## src/rtl/mag_read_sequencer.sv

```systemverilog
// mag_read_sequencer
//
// Turns each SAMPLE_TICK into one coherent magnetometer vector. The block
// latches TIMESTAMP, then reads X, Z and Y (in that order, 2 bytes each)
// through the shared I2C master, with a timeout on every transaction. It then
// publishes the vector with a one-cycle MDATA_VALID pulse.
//
// Optional feature: define MAG_RETRY_EN to give each axis one retry after a
// NACK/bus error or a timeout. Without it, the first failure aborts the sample.
//
// Ports:
//   CLK_48MHZ, RESET_N          clock, asynchronous active-low reset
//   SAMPLE_TICK, TIMESTAMP      sample request and the time to stamp it with
//   I2C_REQ/ADDR/REG            read request towards the I2C master
//   I2C_ACK/DONE/ERR/RDATA      handshake and read data from the I2C master
//   MDATA_X/Y/Z/TS, MDATA_VALID published vector and its update pulse
//   BUSY, OVERRUN, ERR_COUNT    status: active, sticky dropped tick, aborts
module mag_read_sequencer #(
  parameter logic [6:0] DEV_ADDR    = 7'h1E,
  parameter logic [7:0] REG_X       = 8'h03,
  parameter logic [7:0] REG_Z       = 8'h05,
  parameter logic [7:0] REG_Y       = 8'h07,
  parameter int         TIMEOUT_CYC = 4800
) (
  input  logic        CLK_48MHZ,
  input  logic        RESET_N,
  input  logic        SAMPLE_TICK,
  input  logic [31:0] TIMESTAMP,
  output logic        I2C_REQ,
  output logic [6:0]  I2C_ADDR,
  output logic [7:0]  I2C_REG,
  input  logic        I2C_ACK,
  input  logic        I2C_DONE,
  input  logic        I2C_ERR,
  input  logic [15:0] I2C_RDATA,
  output logic [15:0] MDATA_X,
  output logic [15:0] MDATA_Y,
  output logic [15:0] MDATA_Z,
  output logic [31:0] MDATA_TS,
  output logic        MDATA_VALID,
  output logic        BUSY,
  output logic        OVERRUN,
  output logic [7:0]  ERR_COUNT
);

  localparam logic [12:0] TIMEOUT_LIM = 13'(TIMEOUT_CYC);

  typedef enum logic [2:0] {
    ST_IDLE    = 3'd0,
    ST_REQ     = 3'd1,
    ST_WAIT    = 3'd2,
    ST_STORE   = 3'd3,
    ST_PUBLISH = 3'd4
  } state_t;

  state_t      state_r, state_s;
  logic [1:0]  axis_r, axis_s;      // 0 = X, 1 = Z, 2 = Y
  logic [12:0] cnt_r;
  logic        cap_s, abort_s;
  logic [15:0] sh_x_r, sh_y_r, sh_z_r;
  logic [31:0] sh_ts_r;

  logic        i2c_req_r;
  logic [6:0]  i2c_addr_r;
  logic [7:0]  i2c_reg_r;
  logic [15:0] mdata_x_r, mdata_y_r, mdata_z_r;
  logic [31:0] mdata_ts_r;
  logic        mdata_valid_r, busy_r, overrun_r;
  logic [7:0]  err_count_r;

`ifdef MAG_RETRY_EN
  logic        retry_r, retry_set_s;
`endif

  // Register pointer for a given axis index.
  function automatic logic [7:0] axis_reg(input logic [1:0] axis);
    logic [7:0] r;
    case (axis)
      2'd0:    r = REG_X;
      2'd1:    r = REG_Z;
      2'd2:    r = REG_Y;
      default: r = REG_X;
    endcase
    return r;
  endfunction

  // State, axis index and per-transaction timeout counter.
  always_ff @(posedge CLK_48MHZ or negedge RESET_N) begin
    if (!RESET_N) begin
      state_r <= ST_IDLE;
      axis_r  <= 2'd0;
      cnt_r   <= 13'd0;
    end else begin
      state_r <= state_s;
      axis_r  <= axis_s;
      // Held at zero outside WAIT, so it is clear on the cycle after ACK.
      if (state_r == ST_WAIT) begin
        cnt_r <= cnt_r + 13'd1;
      end else begin
        cnt_r <= 13'd0;
      end
    end
  end

  // Next-state logic and per-cycle control strobes.
  always_comb begin
    state_s = state_r;
    axis_s  = axis_r;
    cap_s   = 1'b0;
    abort_s = 1'b0;
`ifdef MAG_RETRY_EN
    retry_set_s = 1'b0;
`endif
    case (state_r)
      ST_IDLE: begin
        if (SAMPLE_TICK) begin
          axis_s  = 2'd0;
          state_s = ST_REQ;
        end else begin
          state_s = ST_IDLE;
        end
      end
      ST_REQ: begin
        if (I2C_ACK) begin
          state_s = ST_WAIT;
        end else begin
          state_s = ST_REQ;
        end
      end
      ST_WAIT: begin
        // A good DONE takes priority over a timeout in the same cycle.
        if (I2C_DONE && !I2C_ERR) begin
          cap_s   = 1'b1;
          state_s = ST_STORE;
        end else if ((I2C_DONE && I2C_ERR) || (cnt_r == TIMEOUT_LIM)) begin
`ifdef MAG_RETRY_EN
          if (!retry_r) begin
            retry_set_s = 1'b1;
            state_s     = ST_REQ;
          end else begin
            abort_s = 1'b1;
            state_s = ST_IDLE;
          end
`else
          abort_s = 1'b1;
          state_s = ST_IDLE;
`endif
        end else begin
          state_s = ST_WAIT;
        end
      end
      ST_STORE: begin
        if (axis_r == 2'd2) begin
          state_s = ST_PUBLISH;
        end else begin
          axis_s  = axis_r + 2'd1;
          state_s = ST_REQ;
        end
      end
      ST_PUBLISH: begin
        state_s = ST_IDLE;
      end
      default: begin
        state_s = ST_IDLE;
      end
    endcase
  end

`ifdef MAG_RETRY_EN
  // One retry per axis; the flag clears on every axis advance and new sample.
  always_ff @(posedge CLK_48MHZ or negedge RESET_N) begin
    if (!RESET_N) begin
      retry_r <= 1'b0;
    end else if (retry_set_s) begin
      retry_r <= 1'b1;
    end else if ((state_r == ST_STORE) || (state_r == ST_IDLE)) begin
      retry_r <= 1'b0;
    end
  end
`endif

  // Shadow vector: timestamp on the accepted tick, axis data on a good DONE.
  always_ff @(posedge CLK_48MHZ or negedge RESET_N) begin
    if (!RESET_N) begin
      sh_x_r  <= 16'd0;
      sh_y_r  <= 16'd0;
      sh_z_r  <= 16'd0;
      sh_ts_r <= 32'd0;
    end else begin
      if ((state_r == ST_IDLE) && SAMPLE_TICK) begin
        sh_ts_r <= TIMESTAMP;
      end
      if (cap_s) begin
        case (axis_r)
          2'd0:    sh_x_r <= I2C_RDATA;
          2'd1:    sh_z_r <= I2C_RDATA;
          2'd2:    sh_y_r <= I2C_RDATA;
          default: sh_x_r <= sh_x_r;
        endcase
      end
    end
  end

  // Registered outputs, decoded from the next state so they line up with it.
  always_ff @(posedge CLK_48MHZ or negedge RESET_N) begin
    if (!RESET_N) begin
      i2c_req_r     <= 1'b0;
      i2c_addr_r    <= 7'd0;
      i2c_reg_r     <= 8'd0;
      mdata_x_r     <= 16'd0;
      mdata_y_r     <= 16'd0;
      mdata_z_r     <= 16'd0;
      mdata_ts_r    <= 32'd0;
      mdata_valid_r <= 1'b0;
      busy_r        <= 1'b0;
      overrun_r     <= 1'b0;
      err_count_r   <= 8'd0;
    end else begin
      i2c_req_r     <= (state_s == ST_REQ);
      i2c_addr_r    <= DEV_ADDR;
      busy_r        <= (state_s != ST_IDLE);
      mdata_valid_r <= (state_s == ST_PUBLISH);
      if (state_s == ST_REQ) begin
        i2c_reg_r <= axis_reg(axis_s);
      end
      if (state_s == ST_PUBLISH) begin
        mdata_x_r  <= sh_x_r;
        mdata_y_r  <= sh_y_r;
        mdata_z_r  <= sh_z_r;
        mdata_ts_r <= sh_ts_r;
      end
      if (SAMPLE_TICK && (state_r != ST_IDLE)) begin
        overrun_r <= 1'b1;
      end
      if (abort_s && (err_count_r != 8'hFF)) begin
        err_count_r <= err_count_r + 8'd1;
      end
    end
  end

  assign I2C_REQ     = i2c_req_r;
  assign I2C_ADDR    = i2c_addr_r;
  assign I2C_REG     = i2c_reg_r;
  assign MDATA_X     = mdata_x_r;
  assign MDATA_Y     = mdata_y_r;
  assign MDATA_Z     = mdata_z_r;
  assign MDATA_TS    = mdata_ts_r;
  assign MDATA_VALID = mdata_valid_r;
  assign BUSY        = busy_r;
  assign OVERRUN     = overrun_r;
  assign ERR_COUNT   = err_count_r;

endmodule

```

## config.mk

```make
export PLATFORM = sky130hd
export DESIGN_NAME = mag_read_sequencer
export DESIGN_NICKNAME = d
export VERILOG_FILES = /design/src/rtl/mag_read_sequencer.sv
export SDC_FILE = /design/constraint.sdc
export NUM_CORES = 1
export LEC_CHECK = 0
export CAP_MARGIN = 20
export CORE_MARGIN = 1
export CORE_UTILIZATION = 56
export CTS_CLUSTER_SIZE = 12
export DETAILED_ROUTE_END_ITERATION = 8
export DONT_BUFFER_PORTS = 1
export PLACE_DENSITY = 0.76
export REMOVE_ABC_BUFFERS = 1
export SLEW_MARGIN = 0
export SYNTH_ARGS = -nofsm -noshare
export SYNTH_HDL_FRONTEND = slang
export SYNTH_SLANG_ARGS = --single-unit
```

## constraint.sdc

```tcl
create_clock -name CLK_48MHZ -period 1.83 [get_ports CLK_48MHZ]
set_clock_uncertainty 0.05 [all_clocks]
set_input_delay 0.183 -clock CLK_48MHZ [delete_from_list [all_inputs] [get_ports CLK_48MHZ]]
set_output_delay 0.183 -clock CLK_48MHZ [all_outputs]
set_load 0.01 [all_outputs]
```

## Word level (Yosys, flattened, before mapping)

Cells that the tools add are included.

- Flip-flop bits (word level): 199
- Output and inout port bits: 107
- Logic and storage cells: 62

- Reductions and logical operators: 14
- Equality and inequality tests: 11
- Mux-type cells: 16
- Add/sub/neg operators: 3

Operators with widths:

| kind | number |
|---|---|
| adder 13 x 1 -> 13 bit (second input constant) | 1 |
| == test 13 bit (second input constant) | 1 |
| 2-to-1 mux 13 bit | 1 |
| one-hot mux 3 bit (4 select lines) | 1 |
| 2-to-1 mux 2 bit | 5 |
| adder 8 x 1 -> 8 bit (second input constant) | 1 |
| != test 8 bit (second input constant) | 1 |
| == test 3 x 1 -> 1 bit (second input constant) | 2 |
| == test 3 x 2 -> 1 bit (second input constant) | 2 |
| 2-to-1 mux 1 bit | 6 |
| one-hot mux 3 bit (2 select lines) | 1 |
| AND reduction 2 bit | 3 |
| nonzero test 3 bit | 2 |
| logical AND 1 bit | 5 |
| == test 2 x 1 -> 1 bit (second input constant) | 2 |
| == test 2 bit (second input constant) | 2 |
| one-hot mux 2 bit (2 select lines) | 1 |
| == test 3 bit (second input constant) | 1 |
| logical NOT 3 bit | 1 |
| 2-to-1 mux 3 bit | 1 |
| adder 2 x 1 -> 2 bit (second input constant) | 1 |
| logical NOT 2 bit | 1 |
| logical NOT 1 bit | 1 |
| logical OR 1 bit | 1 |

## Depth between registers and ports, before layout

Gate-level depths: netlist of the first run.

- Word-level depth: 6
- Gate-level depth with buffers: 7
- Depth with buffers taken out: 6

## Least setup slack after synthesis of the first run

Ideal clock, no wire load.

- Kind: reg2reg
- Start point: reg state_r[0]
- End point: reg sh_y_r[10]
- Arrival time: 1.592 ns
- Path slack: 0.061 ns
- Required time: 1.652 ns
- Setup time: 0.128 ns
- Clock period less this slack: 1.769 ns
- Cell stages (with the launch flop): 7
- Path through: dfrtp_1 nor3b_2 and3_1 buf_2 nand2_2 buf_2 mux2_1

- Word-level cells in the longest chain between the ends: 3

RTL lines:

| item | line | text |
|---|---|---|
| start, declared | 56 | `state_t state_r, state_s;` |
| start signal, assigned | 94 | `state_r <= state_s;` |
| == test 3 x 2 -> 1 bit | 114 | `case (state_r)` |
| 2-to-1 mux 1 bit | 114 |  |
| AND reduction 2 bit (no line) | - |  |
| end signal, assigned | 186 | `sh_y_r <= 16'd0;` |
| end signal, assigned | 197 | `2'd2: sh_y_r <= I2C_RDATA;` |
| end, declared | 60 | `logic [15:0] sh_x_r, sh_y_r, sh_z_r;` |

No other way between the ends.
A chain may end at the register's enable or synchronous reset.

## Worst setup path in the final report of the first run

- Start point: reg err_count_r[4], in the netlist ERR_COUNT[4]
- End point: reg err_count_r[1], in the netlist ERR_COUNT[1]

- Word-level cells in the longest chain between the ends: 2

RTL lines:

| item | line | text |
|---|---|---|
| start, declared | 69 | `logic [7:0] err_count_r;` |
| start signal, assigned | 236 | `err_count_r <= err_count_r + 8'd1;` |
| != test 8 bit | 235 | `if (abort_s && (err_count_r != 8'hFF)) begin` |
| logical AND 1 bit | 235 |  |

No other way between the ends.

==> results of run 1 <==
## worst reg2reg max path, delay by kind of cell (launching register included)
kind / cells / cell delay (ns)
AO/OA/AOI/OAI: 2 / 0.59
flip-flops: 1 / 0.50
multiplexers: 1 / 0.32
AND/OR/NAND/NOR: 1 / 0.30
## area by class of cell
class | count | area (um2) | share of cell area [%]
multi-input cells | 440 | 2810 | 30.3
well taps | 176 | 220 | 2.37
repair buffers | 72 | 754 | 8.13
flip-flops and latches | 194 | 4850 | 52.3
inverters | 12 | 45.0 | 0.485
clock inverters | 9 | 131 | 1.41
clock buffers | 21 | 470 | 5.07
## per-stage QoR
| step | setup WS [ns] | utilization (%) |
|---|---|---|
| after CTS | -0.0515 | 68.6 |
| final | -0.0496 | 69.6 |
| after detailed placement | -0.189 | 60.1 |
| after floorplan | -2.00 | - |
| after global routing | -0.147 | 69.6 |
| after global placement | 0.0883 | 60.1 |
## layer usage
layer	wire length [um]	global-route usage, %	up-vias
met3	1230	8.52	31
met2	8080	39.9	170
li1	-	-	2302
met1	6710	29.5	2510
met4	332	10.4	0
met5	0	0	-
## worst min-delay path by stage
stage / start / endpoint / slack [ns] / cells past startpoint
finish: RESET_N / MDATA_Z[5] / -0.61 / 0
global route: RESET_N / MDATA_Y[5] / -0.63 / 0
CTS: RESET_N / MDATA_Z[8] / -0.62 / 0
detailed placement: RESET_N / MDATA_X[5] / -0.16 / 0
global placement: RESET_N / MDATA_Y[5] / -0.16 / 0
floorplan: RESET_N / BUSY / -0.16 / 0
## kinds of logic after synthesis
logic type / count (synthesis)
flops: 194
fa+ha+maj: 7
mux: 82
buf+inv: 51
simple gates: 301
compound gates: 25
other cells: 2
xor+xnor: 16
## power breakdown
part / switching (mW) / internal [mW]
sequential: 1.42 / 5.84
clock: 1.56 / 2.24
combinational: 1.55 / 1.51
## sequential cells by signal (all words and copies together) (netlist names), 13 cells and up
signal,flops
sh_ts_r,32
sh_z_r,16
MDATA_Z,16
MDATA_X,16
MDATA_Y,16
cnt_r,13
MDATA_TS,32
sh_y_r,16
sh_x_r,16
## cells in the final DEF, fill, tap and decap left out, types with 2 or more instances in the layout
cell type        n
nand2_1        250
dfrtp_1        194
mux2_2          50
dlygate4sd3_1   49
mux2_1          30
clkbuf_16       17
buf_4           15
nor2_1          14
xor2_1          14
inv_1           11
conb_1           9
nand3_1          9
ha_1             7
buf_12           7
nand4_1          5
a21oi_1          4
nand2_2          3
a2111oi_4        3
clkbuf_8         3
bufinv_16        3
clkinvlp_4       3
nor3b_2          2
and2_1           2
nor4b_4          2
o21ai_0          2
or3_1            2
and3_2           2
xnor2_1          2
a211oi_4         2
and3_1           2
o311ai_2         2
o21bai_1         2
clkinv_2         2
## repair_timing
| action | 4_1_cts | 5_1_grt |
|---|---|---|
| setup buffers | 2 | 2 |
| hold endpoints to repair | 275 | 194 |
| resized for setup | 6 | 18 |
| setup endpoints to repair | 4 | 53 |
| pin swaps | 0 | 10 |
==> results.txt, run 1 <==
outcome - finished with violations
failing checks - hold timing, setup timing
RSZ-0062 raised after global routing - true
Hold Violations, Final - 194
worst r2r dst - ERR_COUNT[1]
CP delay by family, top - compound AO/OA/AOI/OAI gates
synth unique cells - 44
Rel. slew slack - 52.4%
Slowest Stage Delay on Critical Path - 0.50 ns
Worst path depth - 4
Worst VDD drop - 0.923 mV
hold_buf cts - 49
synth warn - 0
die footprint - 0.0143 mm2
Cell Area, Placed - 0.00802 mm2
CTS buffer count - 17
vias per cell - 5.43
Final Wtd Congestion - 0.875
clock tree from TritonCTS - built
DR WL/cell - 17.7 um
Startpoint Class - flop
final setup margin - -0.0496 ns
Leak - 4.64 nW
setup tns final - -0.181 ns
Core Region - 0.0133 mm2
post-synth top area share - 62.9%
Syn-to-layout area delta - 20.2%
drt total wl - 16400 um
DRT iter0 DRCs - 305
input/output buffers - 0
DRT antenna net count - 0
io pins - 161
clock tree buffer depth - 2
clock sink count - 194
Initial Util - 57.9%
xor/xnor share of the synthesized area - 1.81%
number of flops mapped to enable cells by yosys - 0
root buffer cell - clkbuf_16
most common cell in the netlist - nand2_1
Final nets - 798
layout cells sized above 1 - 17.4%
crit path capture - ERR_COUNT[1]
Final Cell Area - 0.00929 mm2
Area contributors post-synth - dfrtp_1, nand2_1, mux2_2
die height - 119 um
Reg2Reg Setup Slack - -0.05 ns
Global Route Usage Sum - 24.5%
fin crit period - 1.88 ns
Tcrit/Tclk final - 103%
Hold Path Class - in -> async
mux share of post-synthesis cell area - 11.9%
Data arrival, critical path - 2.14 ns
DRC - 0
Mapped Cells - 678
CP max stage cell - dfrtp_1
Synth async-reset ratio - 100%
Synth Area per Inst - 11.4 um2
largest family of logic cells by synthesized area - simple AND/OR/NAND/NOR gates
initial antenna violation count - 0
Synth Area in Adders - 1.13%
1st-pass router iterations - 4
total power - 14.1 mW
CP Buf/Inv Count - 0
Clk Latency, worst-skew pair - 0.43 ns
maxcap violations - 0
endpoint class of the critical path - flop
detailed-placement wirelength estimate - 10100 um
first-pass GRT wire length - 27000 um
number of fill cells - 946
critical path required time - 2.09 ns
Clock transition at path regs - 0.07 ns
gr ovfl total - 0
FP Rows - 42
Yosys reg bits - 194
Synth Area in Simple Gates - 16.6%
Vias - 5013
die span in x - 119 um
Worst Path Max Fanout - 7
f_max - 532 MHz
Critical Path Start - ERR_COUNT[4]
largest net degree at the start of global routing - 195
compound-cell area share of the yosys netlist - 2.40%
final slew viol count - 0
H-tree levels - 4
final setup vio count - 6
Synth area leader - dfrtp_1
number of diodes - 0
post-synthesis cell area - 0.00772 mm2
vias in the first global route - 5439
Seq/Total Area, Yosys - 62.9%
non-filler instance count after layout - 924
Post-synth top cells - nand2_1, dfrtp_1, mux2_2, mux2_1, clkbuf_1
R2R Path Start - ERR_COUNT[4]
pwr dens - 1520 mW/mm2
reg2reg path depth - 4
Crit Path Category - reg -> reg
Hold Slack - -0.605 ns
Tightest Pin Transition - 0.713 ns
CP cell instances - nand4_1, o21ai_4, a21oi_2, mux2_4
Synth Flop Type - dfrtp_1
Cell Count Post-Placement - 841
No activity file was read; power rests on OpenSTA's default activity.
==> run 2: changes to the inputs <==
BUFFER_PORTS_ARGS = -buffer_cell sky130_fd_sc_hd__clkbuf_2   (was unset)
DONT_BUFFER_PORTS = unset   (was 1)
PLACE_DENSITY = 0.83   (was 0.76)
TNS_END_PERCENT = 1   (was unset)
clock period = 2.4 ns   (was 1.83 ns; I/O delays follow)
==> results.txt, run 2 (synthesis gave the netlist of run 1 again) <==
Worst VDD drop - 0.645 mV (was 0.923 mV)
commonest cells after routing, fill and taps aside - nand2_1, dfrtp_1, clkbuf_2 (was nand2_1, dfrtp_1, mux2_2)
fin crit period - 2.05 ns (was 1.88 ns)
Post-CTS Resized - 0 (was 6)
Tcrit/Tclk final - 85.5% (was 103%)
Final nets - 922 (was 798)
Clk pwr share - 25.1% (was 27.0%)
largest net degree at the start of global routing - 61 (was 195)
combinational share of power - 27.4% (was 21.7%)
maxcap violations - 0 (unchanged)
DRC - 0 (unchanged)
gr ovfl total - 0 (unchanged)
Initial Util - 57.9% (unchanged)
initial antenna violation count - 0 (unchanged)
Cell Count Post-Placement - 985 (was 841)
die footprint - 0.0143 mm2 (unchanged)
vias per cell - 5.15 (was 5.43)
met3 Usage GRT - 6.70% (was 8.52%)
Hold Path Class - in -> reg (was in -> async)
# Post-CTS Setup Buffers - 0 (was 2)
Vias - 5405 (was 5013)
M1 GR Usage - 31.4% (was 29.5%)
DRT antenna net count - 0 (unchanged)
final setup margin - 0.348 ns (was -0.0496 ns)
clock sink count - 194 (unchanged)
P_int - 7.43 mW (was 9.59 mW)
vias in the first global route - 5545 (was 5439)
FP Rows - 42 (unchanged)
non-filler instance count after layout - 1049 (was 924)
Crit Path Category - reg -> reg (unchanged)
layout cells sized above 1 - 29.2% (was 17.4%)
total power - 10.9 mW (was 14.1 mW)
RSZ-0062 raised after global routing - false (was true)
Util after Layout - 71.9% (was 69.6%)
setup tns final - 0 ns (was -0.181 ns)
hold_buf cts - 32 (was 49)
DR WL/cell - 15.4 um (was 17.7 um)
final slew viol count - 0 (unchanged)
commonest non-fill, non-tap cell in the layout - nand2_1 (unchanged)
DRT iter0 DRCs - 295 (was 305)
Setup WS pre-CTS - 0.401 ns (was -0.189 ns)
detailed-placement wirelength estimate - 10400 um (was 10100 um)
Net Switching - 3.50 mW (was 4.53 mW)
Rel. slew slack - 63.8% (was 52.4%)
gr busiest metal - met2 (unchanged)
root buffer cell - clkbuf_16 (unchanged)
CTS buffer count - 17 (unchanged)
Syn-to-layout area delta - 24.2% (was 20.2%)
Data arrival, critical path - 2.28 ns (was 2.14 ns)
Tightest Pin Transition - 0.541 ns (was 0.713 ns)
final setup vio count - 0 (was 6)
Leak - 5.15 nW (was 4.64 nW)
Startpoint Class - flop (unchanged)
Hold Violations, Final - 0 (was 194)
number of diodes - 0 (unchanged)
Seq pwr share - 47.5% (was 51.4%)
endpoint class of the critical path - flop (unchanged)
Global Route Usage Sum - 24.8% (was 24.5%)
clock tree buffer depth - 2 (unchanged)
Final Wtd Congestion - 0.788 (was 0.875)
Core Region - 0.0133 mm2 (unchanged)
met2 GRT Util - 41.4% (was 39.9%)
f_max - 487 MHz (was 532 MHz)
Sw Share - 32.0% (was 32.1%)
pwr dens - 1140 mW/mm2 (was 1520 mW/mm2)
die span in x - 119 um (unchanged)
H-tree levels - 4 (unchanged)
Clk Latency, worst-skew pair - 0.42 ns (was 0.43 ns)
Worst Path Max Fanout - 11 (was 7)
input/output buffers - 152 (was 0)
io pins - 161 (unchanged)
die height - 119 um (unchanged)
1st-pass router iterations - 8 (was 4)
first-pass GRT wire length - 27000 um (about the same)
clock tree from TritonCTS - built (unchanged)
drt total wl - 16200 um (was 16400 um)
outcome - finished clean (was finished with violations)
critical path required time - 2.63 ns (was 2.09 ns)
Clock transition at path regs - 0.07 ns (about the same)
run 2: path summary, 6_finish.rpt:
kind                               from            to  slack, ns  depth (start not counted)
setup / recovery             state_r[1]  ERR_COUNT[5]       0.35                          5
hold / removal             I2C_RDATA[8]     sh_x_r[8]       0.02                          2
max in group asynchronous       RESET_N     cnt_r[12]       1.28                          3
min in group asynchronous       RESET_N   MDATA_Y[15]       0.30                          2
hold reg to reg             sh_ts_r[11]  MDATA_TS[11]       0.41                          2
setup reg to reg             state_r[1]  ERR_COUNT[5]       0.35                          5
run 2: per-layer routing:
layer	share of wire (%)	wire [um]	vias to the layer above
li1	-	-	2558
met1	43	7030	2651
met2	50	8050	168
met3	5.1	826	28
met4	1.7	271	0
met5	0	0	-
run 2: power by group through the flow:
| stage | clock (mW) | sequential (mW) | combinational, mW |
|---|---|---|---|
| 2_1_floorplan | 0 | 5.34 | 1.50 |
| 3_3_place_gp | 0 | 5.16 | 2.82 |
| 3_5_place_dp | 0 | 5.21 | 2.96 |
| 4_1_cts | 2.78 | 5.17 | 3.01 |
| 5_1_grt | 2.95 | 5.33 | 3.32 |
| 6_report | 2.74 | 5.19 | 2.99 |
run 2: worst max-delay path, cell delays in order (launching register included):
cell	delay, ns
dfrtp_1	0.56
nor3b_2	0.26
buf_4	0.17
o21ai_1	0.18
a2111oi_1	0.55
xor2_1	0.13
run 2: layout make-up:
class	instances	area [um2]
well taps	176	220
repair buffers	196	1230
clock inverters	9	108
multi-input cells	440	2670
flip-flops and latches	194	4850
clock buffers	22	464
inverters	12	45.0
fillers	945	3760
run 2: metrics by stage:
| step | hold slack, ns | area, um2 |
|---|---|---|
| floorplan | -0.106 | 7550 |
| global placement | 0.197 | 8690 |
| detailed placement | 0.202 | 8690 |
| CTS | 0.000307 | 9580 |
| global route | 0.00119 | 9590 |
| finish | 0.0176 | 9590 |
==> run 3: changes to the inputs <==
CORE_UTILIZATION = 50   (was 56)
PLACE_DENSITY = 0.76   (was 0.83)
==> results.txt, run 3 (synthesis gave the netlist of run 1 again) <==
io pins - 161 (unchanged)
Data arrival, critical path - 2.28 ns (about the same)
gr ovfl total - 0 (unchanged)
1st-pass router iterations - 4 (was 8)
critical path required time - 2.63 ns (about the same)
first-pass GRT wire length - 26500 um (was 27000 um)
drt total wl - 15800 um (was 16200 um)
Leak - 5.18 nW (was 5.15 nW)
DRC - 0 (unchanged)
detailed-placement wirelength estimate - 10100 um (was 10400 um)
DR WL/cell - 14.8 um (was 15.4 um)
Worst Path Max Fanout - 11 (unchanged)
Cell Count Post-Placement - 998 (was 985)
Critical Path Start - state_r[1] (unchanged)
Reg area - 0.00485 mm2 (unchanged)
pwr dens - 1150 mW/mm2 (was 1140 mW/mm2)
Final Wtd Congestion - 0.805 (was 0.788)
Vias - 5330 (was 5405)
Tightest Pin Transition - 0.634 ns (was 0.541 ns)
input/output buffers - 152 (unchanged)
Worst VDD drop - 0.575 mV (was 0.645 mV)
commonest non-fill, non-tap cell in the layout - nand2_1 (unchanged)
Rel. slew slack - 57.7% (was 63.8%)
Final Cell Area - 0.00968 mm2 (was 0.00959 mm2)
Clk Latency, worst-skew pair - 0.43 ns (was 0.42 ns)
root buffer cell - clkbuf_16 (unchanged)
FP Rows - 45 (was 42)
initial antenna violation count - 0 (unchanged)
Setup WS pre-CTS - 0.409 ns (was 0.401 ns)
fin crit period - 2.05 ns (about the same)
Hold Path Class - in -> reg (unchanged)
Syn-to-layout area delta - 25.3% (was 24.2%)
Hold Path End - sh_y_r[12] (was sh_x_r[8])
Hold Violations, Final - 0 (unchanged)
Startpoint Class - flop (unchanged)
f_max - 488 MHz (was 487 MHz)
RSZ-0062 raised after global routing - false (unchanged)
CTS buffer count - 17 (unchanged)
maxcap violations - 0 (unchanged)
endpoint class of the critical path - flop (unchanged)
met3 Usage GRT - 4.63% (was 6.70%)
Post-CTS Resized - 0 (unchanged)
clock tree from TritonCTS - built (unchanged)
non-filler instance count after layout - 1066 (was 1049)
worst r2r dst - ERR_COUNT[7] (was ERR_COUNT[5])
Cell Area, Placed - 0.00870 mm2 (was 0.00869 mm2)
Reg2Reg Setup Slack - 0.35 ns (about the same)
Tcrit/Tclk final - 85.5% (about the same)
die footprint - 0.0159 mm2 (was 0.0143 mm2)
gr busiest metal - met2 (unchanged)
clock sink count - 194 (unchanged)
final setup margin - 0.349 ns (was 0.348 ns)
R2R Path Start - state_r[1] (unchanged)
Crit Path Category - reg -> reg (unchanged)
Hold Slack - 0.0147 ns (was 0.0176 ns)
Clock transition at path regs - 0.07 ns (about the same)
die span in x - 126 um (was 119 um)
multi-input logic area - 0.00267 mm2 (unchanged)
vias in the first global route - 5336 (was 5545)
number of diodes - 0 (unchanged)
vias per cell - 5.00 (was 5.15)
clock tree buffer depth - 2 (unchanged)
DRT iter0 DRCs - 163 (was 295)
H-tree levels - 4 (unchanged)
DRT antenna net count - 0 (unchanged)
Hold Path Stages - 2 (unchanged)
Initial Util - 51.0% (was 57.9%)
commonest cells after routing, fill and taps aside - nand2_1, dfrtp_1, clkbuf_2 (unchanged)
Final nets - 926 (was 922)
reg2reg path depth - 5 (unchanged)
met2 GRT Util - 34.9% (was 41.4%)
final slew viol count - 0 (unchanged)
final setup vio count - 0 (unchanged)
Hold Startpoint - I2C_RDATA[12] (was I2C_RDATA[8])
number of fill cells - 1190 (was 945)
M1 GR Usage - 27.9% (was 31.4%)
layout cells sized above 1 - 29.4% (was 29.2%)
Global Route Usage Sum - 21.3% (was 24.8%)
Core Region - 0.0151 mm2 (was 0.0133 mm2)
die height - 126 um (was 119 um)
hold_buf cts - 36 (was 32)
# Post-CTS Setup Buffers - 0 (unchanged)
outcome - finished clean (unchanged)
largest net degree at the start of global routing - 76 (was 61)
-- run 3: changes by cell type in the layout (fill, tap and decap cells not counted), moves of 2 or more --
cell | previous run | this run
dlygate4sd3_1 | 33 | 36
buf_4 | 7 | 9
clkbuf_8 | 3 | 1
bufinv_16 | 2 | 4
inv_6 | 0 | 2
-- run 3: layout make-up --
cell class / count / share of cell area (%)
well taps: 188 / 2.43
inverters: 12 / 0.466
clock inverters: 13 / 1.90
clock buffers: 19 / 4.47
multi-input cells: 440 / 27.6
repair buffers: 200 / 13.0
flip-flops and latches: 194 / 50.2
-- run 3: report_power, final --
part / internal, mW / switching, mW / leakage [nW] / total [mW]
registers: 4.45 / 0.726 / 2.53 / 5.17
clock network: 1.75 / 1.21 / 0.294 / 2.96
logic: 1.40 / 1.56 / 2.36 / 2.96
-- run 3: worst max-delay path, cell delays in order, from the launching register on --
cell and delay [ns]:
dfrtp_1 0.56, nor3b_2 0.26, buf_4 0.16, o21ai_1 0.18
a2111oi_1 0.55, xor2_1 0.14
-- run 3: metal layers --
metal  vias to the layer above  share of wire (%)
met5                         -                  0
met4                         0                1.9
met3                        24                3.9
met2                       139                 49
met1                      2599                 46
li1                       2568                  -
-- run 3: worst max path at each step --
stage                   end  slack (ns)  cells after the start
2_1_floorplan   MDATA_TS[0]       -1.43                      5
3_5_place_dp      sh_z_r[9]        0.41                      4
4_1_cts        ERR_COUNT[7]        0.35                      6
6_report       ERR_COUNT[7]        0.35                      5
3_3_place_gp     sh_x_r[13]        0.48                      4
5_1_grt        ERR_COUNT[7]        0.14                      5
-- run 3: through the flow --
step           setup TNS, ns  total power [mW]  utilization, %
2_1_floorplan        -116.69              6.84               -
3_3_place_gp               0              8.00            57.4
3_5_place_dp               0              8.15            57.4
4_1_cts                    0              11.2            63.9
5_1_grt                    0              11.8            63.9
6_report                   0              11.1            63.9
